### src/rtl/rf_wb_pkg.sv
// rf_wb_pkg: shared widths, load-queue entry type and rd one-hot helper for the writeback arbiter
package rf_wb_pkg;
  localparam int XLEN = 32;
  localparam int REG_AW = 5;
  localparam int NUM_REGS = 32;
  typedef struct packed {
    logic [REG_AW-1:0] rd;
    logic [XLEN-1:0] data;
    logic kill;
  } lq_entry_t;
  function automatic logic [NUM_REGS-1:0] onehot_rd(input logic [REG_AW-1:0] rd);
    return {{(NUM_REGS-1){1'b0}}, 1'b1} << rd;
  endfunction
endpackage

### src/rtl/rf_wb_lq.sv
// rf_wb_lq: circular load-return queue with broadcast kill and live-destination pending mask
module rf_wb_lq
  import rf_wb_pkg::*;
#(
  parameter int DEPTH = 2
) (
  input  logic                i_clk,
  input  logic                i_rst,
  input  logic                i_push,
  input  logic [REG_AW-1:0]   i_push_rd,
  input  logic [XLEN-1:0]     i_push_data,
  input  logic                i_pop,
  input  logic                i_kill_vld,
  input  logic [REG_AW-1:0]   i_kill_rd,
  output lq_entry_t           o_head,
  output logic [3:0]          o_count,
  output logic [NUM_REGS-1:0] o_pending
);
  localparam int AW = $clog2(DEPTH);
  lq_entry_t mem [DEPTH];
  logic [DEPTH-1:0] vld;
  logic [AW-1:0] hd, tl;
  assign o_head = mem[hd];
  always_ff @(posedge i_clk) begin
    if (i_rst) begin
      hd <= '0;
      tl <= '0;
      vld <= '0;
      o_count <= '0;
    end else begin
      for (int i = 0; i < DEPTH; i++)
        if (i_kill_vld && mem[i].rd == i_kill_rd) mem[i].kill <= 1'b1;
      // a load arriving with a same-rd ALU write is older, so it lands already dead
      if (i_push) begin
        mem[tl] <= '{rd: i_push_rd, data: i_push_data, kill: i_kill_vld && i_push_rd == i_kill_rd};
        vld[tl] <= 1'b1;
        tl <= tl + 1'b1;
      end
      if (i_pop) begin
        vld[hd] <= 1'b0;
        hd <= hd + 1'b1;
      end
      o_count <= o_count + 4'(i_push) - 4'(i_pop);
    end
  end
  always_comb begin
    o_pending = '0;
    for (int i = 0; i < DEPTH; i++)
      if (vld[i] && !mem[i].kill) o_pending = o_pending | onehot_rd(mem[i].rd);
  end
endmodule

### src/rtl/rf_wb_arbiter.sv
// rf_wb_arbiter: merges ALU results and queued load returns onto the RF write port; RF_WB_STATS_EN adds a stall counter
module rf_wb_arbiter
  import rf_wb_pkg::*;
#(
  parameter int LQ_DEPTH = 2
) (
  input  logic                i_clk,
  input  logic                i_rst,
  input  logic                i_alu_valid,
  input  logic [REG_AW-1:0]   i_alu_rd,
  input  logic [XLEN-1:0]     i_alu_data,
  input  logic                i_ld_valid,
  output logic                o_ld_ready,
  input  logic [REG_AW-1:0]   i_ld_rd,
  input  logic [XLEN-1:0]     i_ld_data,
  output logic [REG_AW-1:0]   o_rd_waddr,
  output logic [XLEN-1:0]     o_rd_wdata,
  output logic [NUM_REGS-1:0] o_ld_pending,
  output logic [3:0]          o_lq_count,
  output logic [31:0]         o_stall_cnt
);
  lq_entry_t head;
  logic sel_alu, pop, push, wr_ld;
  assign sel_alu = i_alu_valid && i_alu_rd != '0;
  assign pop = !sel_alu && o_lq_count != '0;
  assign o_ld_ready = o_lq_count < 4'(LQ_DEPTH);
  assign push = i_ld_valid && o_ld_ready && i_ld_rd != '0;
  assign wr_ld = pop && !head.kill;
  rf_wb_lq #(.DEPTH(LQ_DEPTH)) u_lq (
    .i_clk       (i_clk),
    .i_rst       (i_rst),
    .i_push      (push),
    .i_push_rd   (i_ld_rd),
    .i_push_data (i_ld_data),
    .i_pop       (pop),
    .i_kill_vld  (sel_alu),
    .i_kill_rd   (i_alu_rd),
    .o_head      (head),
    .o_count     (o_lq_count),
    .o_pending   (o_ld_pending)
  );
  always_ff @(posedge i_clk) begin
    if (i_rst) begin
      o_rd_waddr <= '0;
      o_rd_wdata <= '0;
    end else begin
      o_rd_waddr <= sel_alu ? i_alu_rd : wr_ld ? head.rd : '0;
      o_rd_wdata <= sel_alu ? i_alu_data : wr_ld ? head.data : '0;
    end
  end
`ifdef RF_WB_STATS_EN
  always_ff @(posedge i_clk) begin
    if (i_rst) o_stall_cnt <= '0;
    else if (sel_alu && o_lq_count != '0 && o_stall_cnt != '1) o_stall_cnt <= o_stall_cnt + 1'b1;
  end
`else
  assign o_stall_cnt = '0;
`endif
endmodule

### config.mk
export PLATFORM = sky130hd
export DESIGN_NAME = rf_wb_arbiter
export DESIGN_NICKNAME = d
export VERILOG_FILES = /design/src/rtl/rf_wb_pkg.sv /design/src/rtl/rf_wb_lq.sv /design/src/rtl/rf_wb_arbiter.sv
export SDC_FILE = /design/constraint.sdc
export NUM_CORES = 1
export LEC_CHECK = 0
export CAP_MARGIN = 5
export CORE_UTILIZATION = 48
export CTS_BUF_LIST = sky130_fd_sc_hd__clkbuf_8 sky130_fd_sc_hd__clkbuf_16
export DETAILED_ROUTE_END_ITERATION = 10
export PLACE_DENSITY = 0.85
export SLEW_MARGIN = 20
export SYNTH_ARGS = -nofsm -noshare
export SYNTH_HDL_FRONTEND = slang
export SYNTH_SLANG_ARGS = --single-unit
### constraint.sdc
create_clock -name i_clk -period 4.55 [get_ports i_clk]
set_input_delay 0.6825 -clock i_clk [delete_from_list [all_inputs] [get_ports i_clk]]
set_output_delay 0.6825 -clock i_clk [all_outputs]
set_load 0.02 [all_outputs]
==> flow_metrics.py <==
metrics = {
    "power_and_ir_drop": {
        "clkPwrFrac": 0.368,
        "p_int_w": 0.002589,
        "power_frac_seq": 0.386,
        "peakVddDrop_mv": 0.2948,
        "power.switching_w": 0.001081,
        "p_per_area_mw_per_mm2": 506.2,
        "leakage_nw": 2.584,
        "sw_frac_of_total": 0.2946,
        "pwr-share-comb": 0.246,
    },
    "synth": {
        "synth_area_leaders": "edfxtp_1, dfxtp_1, mux2i_1",
        "synth_seq_cells": 122,
        "yosysWarnings": 0,
        "synth_top_flop_cell": "edfxtp_1",
        "async_reset_ff_frac": 0,
        "synth_commonest_cells": "edfxtp_1, nand2_1, dfxtp_1, mux2i_1",
        "syn_area_mm2": 0.005165,
        "synth_top_area_frac": 0.4302,
        "syn-mean-instance-area_um2": 12.24,
        "ys_seq_area_frac": 0.6163,
        "synth.largest_area_cell": "edfxtp_1",
        "synth_edf_count": 74,
        "synth.most_common_cell": "edfxtp_1",
        "synth.distinct_cells": 44,
        "synthCells": 422,
    },
    "critical_path": {
        "arrival_ps": 2670,
        "worstRegToRegCells": 6,
        "path_class": "reg -> out",
        "r2r-start": "u_lq.o_count[2]",
        "required_ps": 3870,
        "worstSetupEndpointType": "output port",
        "cp_max_fo": 4,
        "cp-start-kind": "register",
        "rr_endpoint": "u_lq.mem[0][0]",
        "r2r_setup_slack_ps": 1830,
    },
    "cts": {
        "cts_tree": "built",
        "clock-sinks": 122,
        "cts_inserted_buffers": 17,
        "root_buffer": "clkbuf_8",
        "postCtsSetupRepairBufs": 0,
        "cts_max_level": 4,
        "clk_latency_ps": 520,
        "hold_buffers": 0,
        "clock_path_buffers": 2,
        "postCtsResizedCells": 0,
        "clk_pin_slew_ps": 60,
    },
    "floorplanning": {
        "fp.coreArea_mm2": 0.01037,
        "rows": 37,
        "dieWidth_um": 105.7,
        "initial_core_util": 0.4981,
        "die_area_mm2": 0.01118,
        "die_y_um": 105.7,
        "ioPinCount": 184,
    },
    "route": {
        "drt-initial-drc-count": 195,
        "first_pass_iters": 4,
        "routed_via_density": 5.256,
        "vias": 3800,
        "wl_per_cell_um": 17.19,
        "ant_nets": 0,
        "drt-total-wl_mm": 12.43,
        "drcViolationCount": 0,
    },
    "timing": {
        "fin_skew_ps": 12.92,
        "finalHoldViolCount": 0,
        "finalSetupViolCount": 0,
        "maxSlewViolCount": 0,
        "finalCritPeriodShare": 0.7360,
        "rsz0062_at_grt": "no",
        "period_needed_ps": 3349,
        "fin_hold_ws_ps": 485.9,
        "worst_slew_pin_slew_ps": 930.2,
        "slew_headroom": 0.3798,
        "fmax_mhz": 298.6,
        "setup_tns_ps": 0,
    },
    "cells_and_area": {
        "layout.core_utilization": 0.6992,
        "stdcell_count": 723,
        "final_area_mm2": 0.007251,
        "fin_nets": 658,
        "synthToLayoutAreaGrowth_pct": 40.38,
        "n_antenna_cell": 0,
        "fill_cells": 755,
        "drive_above_1_share": 0.08177,
    },
    "grt": {
        "antenna_found_initial": 0,
        "first_global_vias": 3972,
        "grt_max_degree": 39,
        "track_usage": 0.2319,
        "overflow": 0,
        "grt_pass1_wl_mm": 19.69,
    },
    "placement": {
        "numPortBuffers": 151,
        "placed_area_mm2": 0.006645,
        "dpl.hpwl_mm": 8.361,
        "place.gp.congestion": 0.9064,
        "dpl.cell_count": 691,
    },
    "hold_path": {
        "hp-start": "u_lq.hd",
        "hold_depth": 1,
        "min_path_type": "reg -> reg",
        "min_delay_worst_endpoint": "u_lq.vld[1]",
    },
    "run": {
        "cap_violations": 0,
    },
    "outcome": {
        "status": "completed",
    },
}
==> cell usage in the layout, fill, tap and decap left out, types with 3 or more instances in the layout <==
master / instances
edfxtp_1: 74
nor2b_1: 6
xnor2_1: 9
a21oi_1: 5
nand2b_1: 4
inv_1: 9
bufinv_16: 3
nand2_1: 53
clkinv_4: 3
nor2_1: 6
ha_1: 5
nand3_1: 7
clkdlybuf4s50_1: 151
clkbuf_16: 16
o21ai_2: 4
o21ai_1: 26
o22ai_1: 32
inv_6: 4
dfxtp_1: 47
mux2i_1: 39
xor2_1: 9
conb_1: 32
o21ai_0: 7
==> kinds of logic (layout without fill, tap and decap cells) <==
logic type / Yosys count / after routing / share of synthesized area
other: 1 / 32 / 0.0007260
multiplexers: 41 / 41 / 0.07994
adder cells (fa/ha/maj): 6 / 6 / 0.01599
flip-flops: 122 / 122 / 0.6163
XOR/XNOR: 18 / 18 / 0.03052
AO/OA/AOI/OAI: 85 / 85 / 0.1020
buffers and inverters: 59 / 193 / 0.07098
AND/OR/NAND/NOR: 90 / 90 / 0.08357
==> registers in the layout, summed over array words and instances, names as in the netlist, named ones only <==
register / flops
o_rd_wdata: 32
u_lq.mem: 76
o_rd_waddr: 5
u_lq.tl: 1
u_lq.hd: 1
u_lq.o_count: 4
u_lq.vld: 2
==> cell type report <==
type | instances | area (um^2) | area share
inverters | 8 | 30.03 | 0.004142
well taps | 136 | 170.2 | 0.02347
clock buffers | 17 | 414.1 | 0.05712
multi-input cells | 272 | 1734 | 0.2392
clock inverters | 15 | 191.4 | 0.02640
flip-flops and latches | 122 | 3184 | 0.4392
repair buffers | 153 | 1526 | 0.2105
==> layer usage <==
layer / share of wire / GRT usage
met1: 0.39 / 0.2568
met2: 0.53 / 0.4132
met3: 0.063 / 0.05442
met4: 0.024 / 0.1190
met5: 0 / 0
==> worst max-delay path by stage <==
stage | depth (start not counted) | endpoint | slack (ps) | startpoint
after global placement | 10 | u_lq.o_count[2] | 1320 | i_alu_rd[1]
final | 4 | o_ld_pending[20] | 1200 | u_lq.mem[1][36]
after detailed placement | 10 | u_lq.o_count[2] | 1200 | i_alu_rd[1]
after floorplan | 6 | u_lq.mem[1][0] | 1300 | u_lq.o_count[2]
after CTS | 4 | o_ld_pending[20] | 1220 | u_lq.mem[1][36]
after global routing | 4 | o_ld_pending[20] | 1070 | u_lq.mem[1][36]
==> power by group through the flow <==
stage / Sequential [W] / Clock (W) / Combinational (W)
floorplan: 0.00151 / 0 / 0.000497
global placement: 0.00143 / 0 / 0.000879
detailed placement: 0.00143 / 0 / 0.000902
CTS: 0.00142 / 0.00137 / 0.000913
global route: 0.00143 / 0.00142 / 0.000977
finish: 0.00142 / 0.00135 / 0.000903
==> through the flow <==
step / power [W] / worst slack [ps]
6_report: 0.003670 / 1201
5_1_grt: 0.003825 / 1073
4_1_cts: 0.003696 / 1218
3_5_place_dp: 0.002336 / 1204
3_3_place_gp: 0.002308 / 1323
2_1_floorplan: 0.002005 / 1305
==> worst max-delay path, stage by stage, from the launching register on <==
cell	delay [ps]
edfxtp_1	450
nor3b_1	560
nand2_1	260
o22ai_1	250
clkdlybuf4s50_1	650
Note: power is estimated with default switching activity, not from simulation.
